<file path="config.mk">
export PLATFORM = sky130hd
export DESIGN_NAME = gpr_write_arbiter
export DESIGN_NICKNAME = d
export VERILOG_FILES = /design/src/rtl/gpr_write_arbiter_pkg.sv /design/src/rtl/gpr_write_arbiter_pick.sv /design/src/rtl/gpr_write_arbiter.sv
export VERILOG_INCLUDE_DIRS = /design/src /design/src/rtl
export SDC_FILE = /design/constraint.sdc
export NUM_CORES = 1
export LEC_CHECK = 0
export CELL_PAD_IN_SITES_DETAIL_PLACEMENT = 1
export CELL_PAD_IN_SITES_GLOBAL_PLACEMENT = 1
export CORE_MARGIN = 4
export CORE_UTILIZATION = 20
export CTS_BUF_LIST = sky130_fd_sc_hd__clkbuf_8 sky130_fd_sc_hd__clkbuf_16
export DETAILED_ROUTE_END_ITERATION = 8
export PLACE_DENSITY = 0.76
export SYNTH_ARGS = -nofsm -noshare
export SYNTH_HDL_FRONTEND = slang
export SYNTH_SLANG_ARGS = --single-unit
</file>
<file path="constraint.sdc">
create_clock -name clock -period 1.8 [get_ports clock]
set_clock_uncertainty 0.05 [all_clocks]
set_input_delay 0.54 -clock clock [delete_from_list [all_inputs] [get_ports clock]]
set_output_delay 0.54 -clock clock [all_outputs]
set_load 0.005 [all_outputs]
</file>
<file path="src/rtl/gpr_util_defs.sv">
// Shared utility macros for the GPR write path: enable levels and register
// file bus widths. Guarded so every consumer can pull it in safely.
`ifndef GPR_UTIL_DEFS_SV
`define GPR_UTIL_DEFS_SV

`define ENABLE        1'b1
`define DISABLE       1'b0
`define REGS_ADDR_BUS 4:0
`define REGS_DATA_BUS 31:0
`define REGS_NUM_LOG  5

`endif

</file>
<file path="src/rtl/gpr_write_arbiter_pkg.sv">
// Types and helpers shared by the GPR write arbiter and its grant picker.
`ifndef GPR_UTIL_DEFS_SV
`include "gpr_util_defs.sv"
`endif

package gpr_write_arbiter_pkg;

    // Identifies which writeback source won a grant.
    typedef enum logic {
        REQ0 = 1'b0,
        REQ1 = 1'b1
    } req_sel_e;

    // One write-port transaction as seen by the GPR file.
    typedef struct packed {
        logic                  enable;
        logic [`REGS_ADDR_BUS] addr;
        logic [`REGS_DATA_BUS] data;
    } gpr_write_t;

    localparam gpr_write_t WRITE_IDLE = '0;

    // Register 0 is hardwired; a granted write to it becomes an idle cycle.
    function automatic gpr_write_t make_write(input logic [`REGS_ADDR_BUS] addr,
                                              input logic [`REGS_DATA_BUS] data);
        gpr_write_t w;
        w = WRITE_IDLE;
        if (addr != '0) begin
            w.enable = `ENABLE;
            w.addr   = addr;
            w.data   = data;
        end
        return w;
    endfunction

endpackage

</file>
<file path="src/rtl/gpr_write_arbiter_pick.sv">
// Combinational two-way grant picker for the GPR write arbiter.
// prio high prefers request 1, low prefers request 0; stall blocks both.
`ifndef GPR_UTIL_DEFS_SV
`include "gpr_util_defs.sv"
`endif

module gpr_arb_pick (
    input  logic valid0,
    input  logic valid1,
    input  logic stall,
    input  logic prio,
    output logic grant0,
    output logic grant1
);

    // A lone requester always wins; contention is settled by prio.
    always_comb begin
        grant0 = `DISABLE;
        grant1 = `DISABLE;
        if (!stall) begin
            if (valid0 && valid1) begin
                if (prio) begin
                    grant1 = `ENABLE;
                end else begin
                    grant0 = `ENABLE;
                end
            end else begin
                grant0 = valid0;
                grant1 = valid1;
            end
        end
    end

endmodule

</file>
<file path="src/rtl/gpr_write_arbiter.sv">
// GPR write-port arbiter: merges execute writeback (req0) and load return
// (req1) onto the single register-file write port with one cycle latency.
// Optional feature: define GPR_ARB_ROUND_ROBIN_EN for round-robin priority;
// otherwise the load return has fixed priority.
`ifndef GPR_UTIL_DEFS_SV
`include "gpr_util_defs.sv"
`endif

module gpr_write_arbiter
    import gpr_write_arbiter_pkg::*;
(
    input  logic                  clock,
    input  logic                  reset,
    input  logic                  stall,
    input  logic                  req0_valid,
    input  logic [`REGS_ADDR_BUS] req0_addr,
    input  logic [`REGS_DATA_BUS] req0_data,
    output logic                  req0_ready,
    input  logic                  req1_valid,
    input  logic [`REGS_ADDR_BUS] req1_addr,
    input  logic [`REGS_DATA_BUS] req1_data,
    output logic                  req1_ready,
    output logic                  write_enable,
    output logic [`REGS_ADDR_BUS] write_addr,
    output logic [`REGS_DATA_BUS] write_data,
    output logic                  collision
);

    logic       req0_live;
    logic       req1_live;
    logic       grant0;
    logic       grant1;
    logic       prio_req1;
    gpr_write_t wr_d;
    gpr_write_t wr_q;
    logic       collision_q;

    // Reset masks the requests so no grant can be issued while it is held.
    assign req0_live = req0_valid & ~reset;
    assign req1_live = req1_valid & ~reset;

    gpr_arb_pick u_pick (
        .valid0 (req0_live),
        .valid1 (req1_live),
        .stall  (stall),
        .prio   (prio_req1),
        .grant0 (grant0),
        .grant1 (grant1)
    );

    assign req0_ready = grant0;
    assign req1_ready = grant1;

`ifdef GPR_ARB_ROUND_ROBIN_EN
    req_sel_e last_grant_q;

    // Remember the latest winner; starts as REQ1 so request 0 leads after reset.
    always_ff @(posedge clock) begin
        if (reset) begin
            last_grant_q <= REQ1;
        end else if (grant0) begin
            last_grant_q <= REQ0;
        end else if (grant1) begin
            last_grant_q <= REQ1;
        end
    end

    assign prio_req1 = (last_grant_q == REQ0);
`else
    assign prio_req1 = `ENABLE;
`endif

    // Select the granted payload; zero-address writes collapse to idle.
    always_comb begin
        wr_d = WRITE_IDLE;
        if (grant1) begin
            wr_d = make_write(req1_addr, req1_data);
        end else if (grant0) begin
            wr_d = make_write(req0_addr, req0_data);
        end
    end

    // Write-port and collision registers.
    always_ff @(posedge clock) begin
        if (reset) begin
            wr_q        <= WRITE_IDLE;
            collision_q <= `DISABLE;
        end else begin
            wr_q        <= wr_d;
            collision_q <= req0_valid & req1_valid & ~stall;
        end
    end

    // A reset arriving right after a handshake must discard that pending write,
    // so the registered port is masked while reset is high.
    assign write_enable = wr_q.enable & ~reset;
    assign write_addr   = reset ? '0 : wr_q.addr;
    assign write_data   = reset ? '0 : wr_q.data;
    assign collision    = collision_q & ~reset;

endmodule
</file>
# Word level (Yosys, flattened, before mapping)
# Index checks and enable logic that the tools add are counted.
dict set report word_totals {
  register_bits 39
  input_bits 79
  word_cells 25
}
dict set report op_classes {
  n_mux 10
  bitwise_logic 8
  reduce_logical 3
}
# operator n
set ops {}
lappend ops {{two-way mux 38 bit} 4}
lappend ops {{two-way mux 32 bit} 1}
lappend ops {{nonzero test 5 bit} 2}
lappend ops {{bitwise AND 1 bit} 6}
lappend ops {{two-way mux 5 bit} 1}
lappend ops {{two-way mux 1 bit} 4}
lappend ops {{inverter 1 bit} 2}
lappend ops {{logical AND 1 bit} 1}

# Depth between registers and ports, before layout
dict set report depth {
  ltp_word 7
  mapped_depth 4
  mapped_depth_nobuf 3
}

# Cells and area by module
# Synthesis repeated with hierarchy kept, for this count alone.
dict set report hier_totals {
  hier_cells 220
  area_unflattened_um2 1935.6
}
# mod n_inst cells_per_inst area_per_inst_um2
set modules_own_cells {}
lappend modules_own_cells {gpr_write_arbiter 1 216 1905.6}
lappend modules_own_cells {gpr_arb_pick 1 4 30.0}

# Worst setup path before layout
# Ideal clock, no wire load.
dict set report synth_timing {
  path_type {input-to-reg}
  startpoint {in req0_addr[1]}
  endpoint {reg wr_q[0] in the netlist's numbering}
  t_arrival_ns 1.620
  slack_ns 0.013
  path_stages 4
  path_buffers 1
  cell_sequence {or4_4 -> o21a_4 -> buf_6 -> a22o_1}
}
dict set report synth_between {
  elab_chain_cells 4
}
# element line
set synth_lines {}
lappend synth_lines {{start, declared} gpr_write_arbiter.sv:16} ;# input logic [`REGS_ADDR_BUS] req0_addr,
lappend synth_lines {{nonzero test 5 bit} gpr_write_arbiter_pkg.sv:28} ;# if (addr != '0) begin
lappend synth_lines {{two-way mux 38 bit} gpr_write_arbiter_pkg.sv:28}
lappend synth_lines {{two-way mux 38 bit} gpr_write_arbiter.sv:78} ;# end else if (grant0) begin
lappend synth_lines {{two-way mux 38 bit} gpr_write_arbiter.sv:76} ;# if (grant1) begin
lappend synth_lines {{end signal, assigned} gpr_write_arbiter.sv:89} ;# wr_q <= wr_d;
lappend synth_lines {{end, declared} gpr_write_arbiter.sv:35} ;# gpr_write_t wr_q;
# Every way passes these cells.
# A chain may end at the register's enable or synchronous reset.

# Worst setup path after layout
dict set report layout_timing {
  startpoint {in req0_addr[2]}
  endpoint {reg wr_q[5] in the netlist's numbering}
}
# Same word-level chain as after synthesis.

==> results.py <==
metrics = {
    "outcome": {
        "status": "finished, final reports clean",
    },
    "synthesis": {
        "syn_nets": 212,
        "yosysSeqAreaShare_pct": 51.96,
        "synth_mux_area_share_pct": 0,
        "synth_common_cells": "dfxtp_1 (39), nor2b_1 (39), a22o_1 (37)",
        "synth_xor_area_share_pct": 0,
        "synth.avg_cell_area_sq_um": 11.30,
        "synth_top_family_by_area": "compound AO/OA/AOI/OAI gates",
        "postSynthCellCount": 133,
        "yosys_warnings": 0,
        "synth_compound_area_share_pct": 23.06,
        "synthDistinctLibCells": 14,
        "synth_edf_count": 0,
        "ys.flop_type": "dfxtp_1",
        "synth_top_cell_area_share_pct": 51.96,
        "syn_area_sq_um": 1503,
        "yosys_register_bits": 39,
        "synthAdderAreaFrac_pct": 0,
        "synth_top_cell_by_area": "dfxtp_1",
        "synth-simple-area-share_pct": 20.73,
        "synth_area_leaders": "dfxtp_1 (52%), a22o_1 (22%), nor2b_1 (16%)",
        "async_flop_share_pct": 0,
    },
    "clock_tree": {
        "numCtsBuffers": 5,
        "clk_path_buf_depth": 2,
        "ctsHoldBuffers": 0,
        "cts_sinks": 39,
        "htree_num_levels": 2,
        "cts_tree": "yes",
        "clk_pin_slew_ns": 0.07,
        "cts-root-buf": "clkbuf_8",
    },
    "placed_design": {
        "port_buffers": 119,
        "post-dp-hpwl_mm": 4.171,
        "routabilityCongestion": 0.6774,
    },
    "routing": {
        "wirelength_mm": 5.760,
        "first_iter_violations": 18,
        "vias_per_cell": 4.207,
        "wl_per_cell_um": 15.65,
        "num_vias": 1548,
        "first_pass_iters": 3,
        "postRouteAntennaNets": 0,
        "drc_errors": 0,
    },
    "global_routing": {
        "grt_max_degree": 19,
        "grt_pass1_vias": 1685,
        "antenna_found_initial": 0,
        "grt_overflow": 0,
        "gr-usage-all-layers_pct": 13.09,
        "grt_pass1_wl_mm": 8.845,
    },
    "critical_path": {
        "worstPathRequired_ns": 1.92,
        "crit_arrival_ns": 1.92,
        "crit_start": "req0_addr[2]",
        "endpoint_kind": "register",
        "cp-start-kind": "primary input",
        "critical_path_peak_fanout": 8,
        "critical-path-slowest-cell": "or4_4",
        "crit_chain": "dlygate4sd2_1 > or4_4 > o21a_4 > a22o_1",
        "path_class": "primary input to register",
        "crit_path_max_incr_delay_ns": 0.60,
    },
    "flow_run": {
        "maxCapViolations": 0,
    },
    "timing": {
        "fin_crit_sh_pct": 99.51,
        "worst_slew_pin_slew_ns": 0.3692,
        "max_freq_ghz": 0.5583,
        "finalCriticalPeriod_ns": 1.791,
        "rsz0062_at_grt": "false",
        "slew_viol_final": 0,
        "setup_violations": 0,
        "relSlewSlack_pct": 75.31,
        "finalHoldViolations": 0,
        "fin_tns_setup_ns": 0,
        "hold_slack_ns": 0.5522,
    },
    "finish": {
        "fillCellCount": 853,
        "area_growth_pct": 101.2,
        "nets": 347,
        "seq_area_sq_um": 780.7,
        "n_antenna_cell": 0,
        "drive_gt1_share_pct": 17.84,
        "multiInputGateArea_sq_um": 737.0,
        "final_util_pct": 41.47,
    },
    "power": {
        "sw_frac_of_total_pct": 21.33,
        "ir_worst_vdd_v": 0.0002106,
        "intPower_mw": 1.482,
        "comb_power_share_pct": 18.3,
        "pwr-share-seq_pct": 48.0,
        "switchingPower_mw": 0.4017,
        "p_per_area_nw_per_um2": 622.8,
        "clkPwrFrac_pct": 33.7,
        "leakage_nw": 1.292,
    },
    "floorplan": {
        "io_pins": 120,
        "num_rows": 31,
        "dieArea_sq_um": 8964,
        "initial_core_util_pct": 20.61,
        "core-area_sq_um": 7292,
        "die_h_um": 94.68,
        "die_w_um": 94.68,
    },
    "hold_path": {
        "hp-start": "req1_addr[4]",
        "hp-class": "primary input to register",
    },
}
-- critical path: cells and delay by family --
kind	cells	cell delay, ns
AO/OA/AOI/OAI	2	0.53
buffers and inverters	1	0.24
AND/OR/NAND/NOR	1	0.60
-- power by group through the flow --
stage	clock network [mW]	registers [mW]	logic (mW)
after floorplan	0	0.923	0.0868
after global placement	0	0.924	0.334
after detailed placement	0	0.926	0.340
after CTS	0.667	0.905	0.349
after global routing	0.703	0.910	0.372
final	0.635	0.905	0.344
-- per-stage QoR --
step	area [sq um]	worst slack (ns)	std cells	total power [mW]
after floorplan	1503	0.01327	133	1.009
after global placement	2844	-0.6612	352	1.258
after detailed placement	2844	-0.6645	352	1.266
after CTS	3025	0.0007140	366	1.921
after global routing	3024	0.0001912	368	1.984
final	3024	0.008907	368	1.883
-- per-layer routing --
| metal | track usage [%] | routed length (um) | share of wire, % | vias to the layer above |
|---|---|---|---|---|
| li1 | - | - | - | 752 |
| met1 | 13.86 | 2171 | 38 | 732 |
| met2 | 25.13 | 3129 | 54 | 62 |
| met3 | 3.267 | 410 | 7.1 | 2 |
| met4 | 3.966 | 49 | 0.85 | 0 |
| met5 | 0 | 0 | 0 | - |
-- cell type report --
type,count,area share [%]
repair buffers,134,42.41
flip-flops and latches,39,25.82
multi-input cells,88,24.37
well taps,99,4.096
clock buffers,7,3.186
clock inverters,1,0.1241
-- layout by cell type, fill, tap and decap left out, drive strengths merged --
| cell | n |
|---|---|
| or2 | 1 |
| buf | 20 |
| a22o | 37 |
| dlygate4sd2 | 21 |
| dfxtp | 39 |
| nor2b | 39 |
| o21a | 6 |
| nor3b | 1 |
| clkdlybuf4s15 | 21 |
| inv | 1 |
| or4 | 2 |
| nor4b | 1 |
| clkbuf | 13 |
| clkdlybuf4s50 | 66 |
| and2 | 1 |
-- sequential cells by signal (all words and copies together), names as in the netlist --
| register | count |
|---|---|
| wr_q | 38 |
| collision_q | 1 |
-- path summary, 6_finish.rpt --
check | to | slack (ns) | cells past startpoint
worst max-delay path | wr_q[5]$_SDFF_PP0_ | 0.009 | 4
worst min-delay path | wr_q[36]$_SDFF_PP0_ | 0.55 | 2
-- cell families after synthesis --
family	count (synthesis)
buffers and inverters	10
DFF	39
and+or+nand+nor	45
AOI/OAI and AO/OA	39
-- timing repair --
action,CTS,global route
setup endpoints to repair,74,31
buffers inserted,1,2
pin swaps,6,2
gates resized for setup,84,33
endpoints found under the hold margin,0,0
gates cloned,5,0
Power figures use the tool's default switching activity.
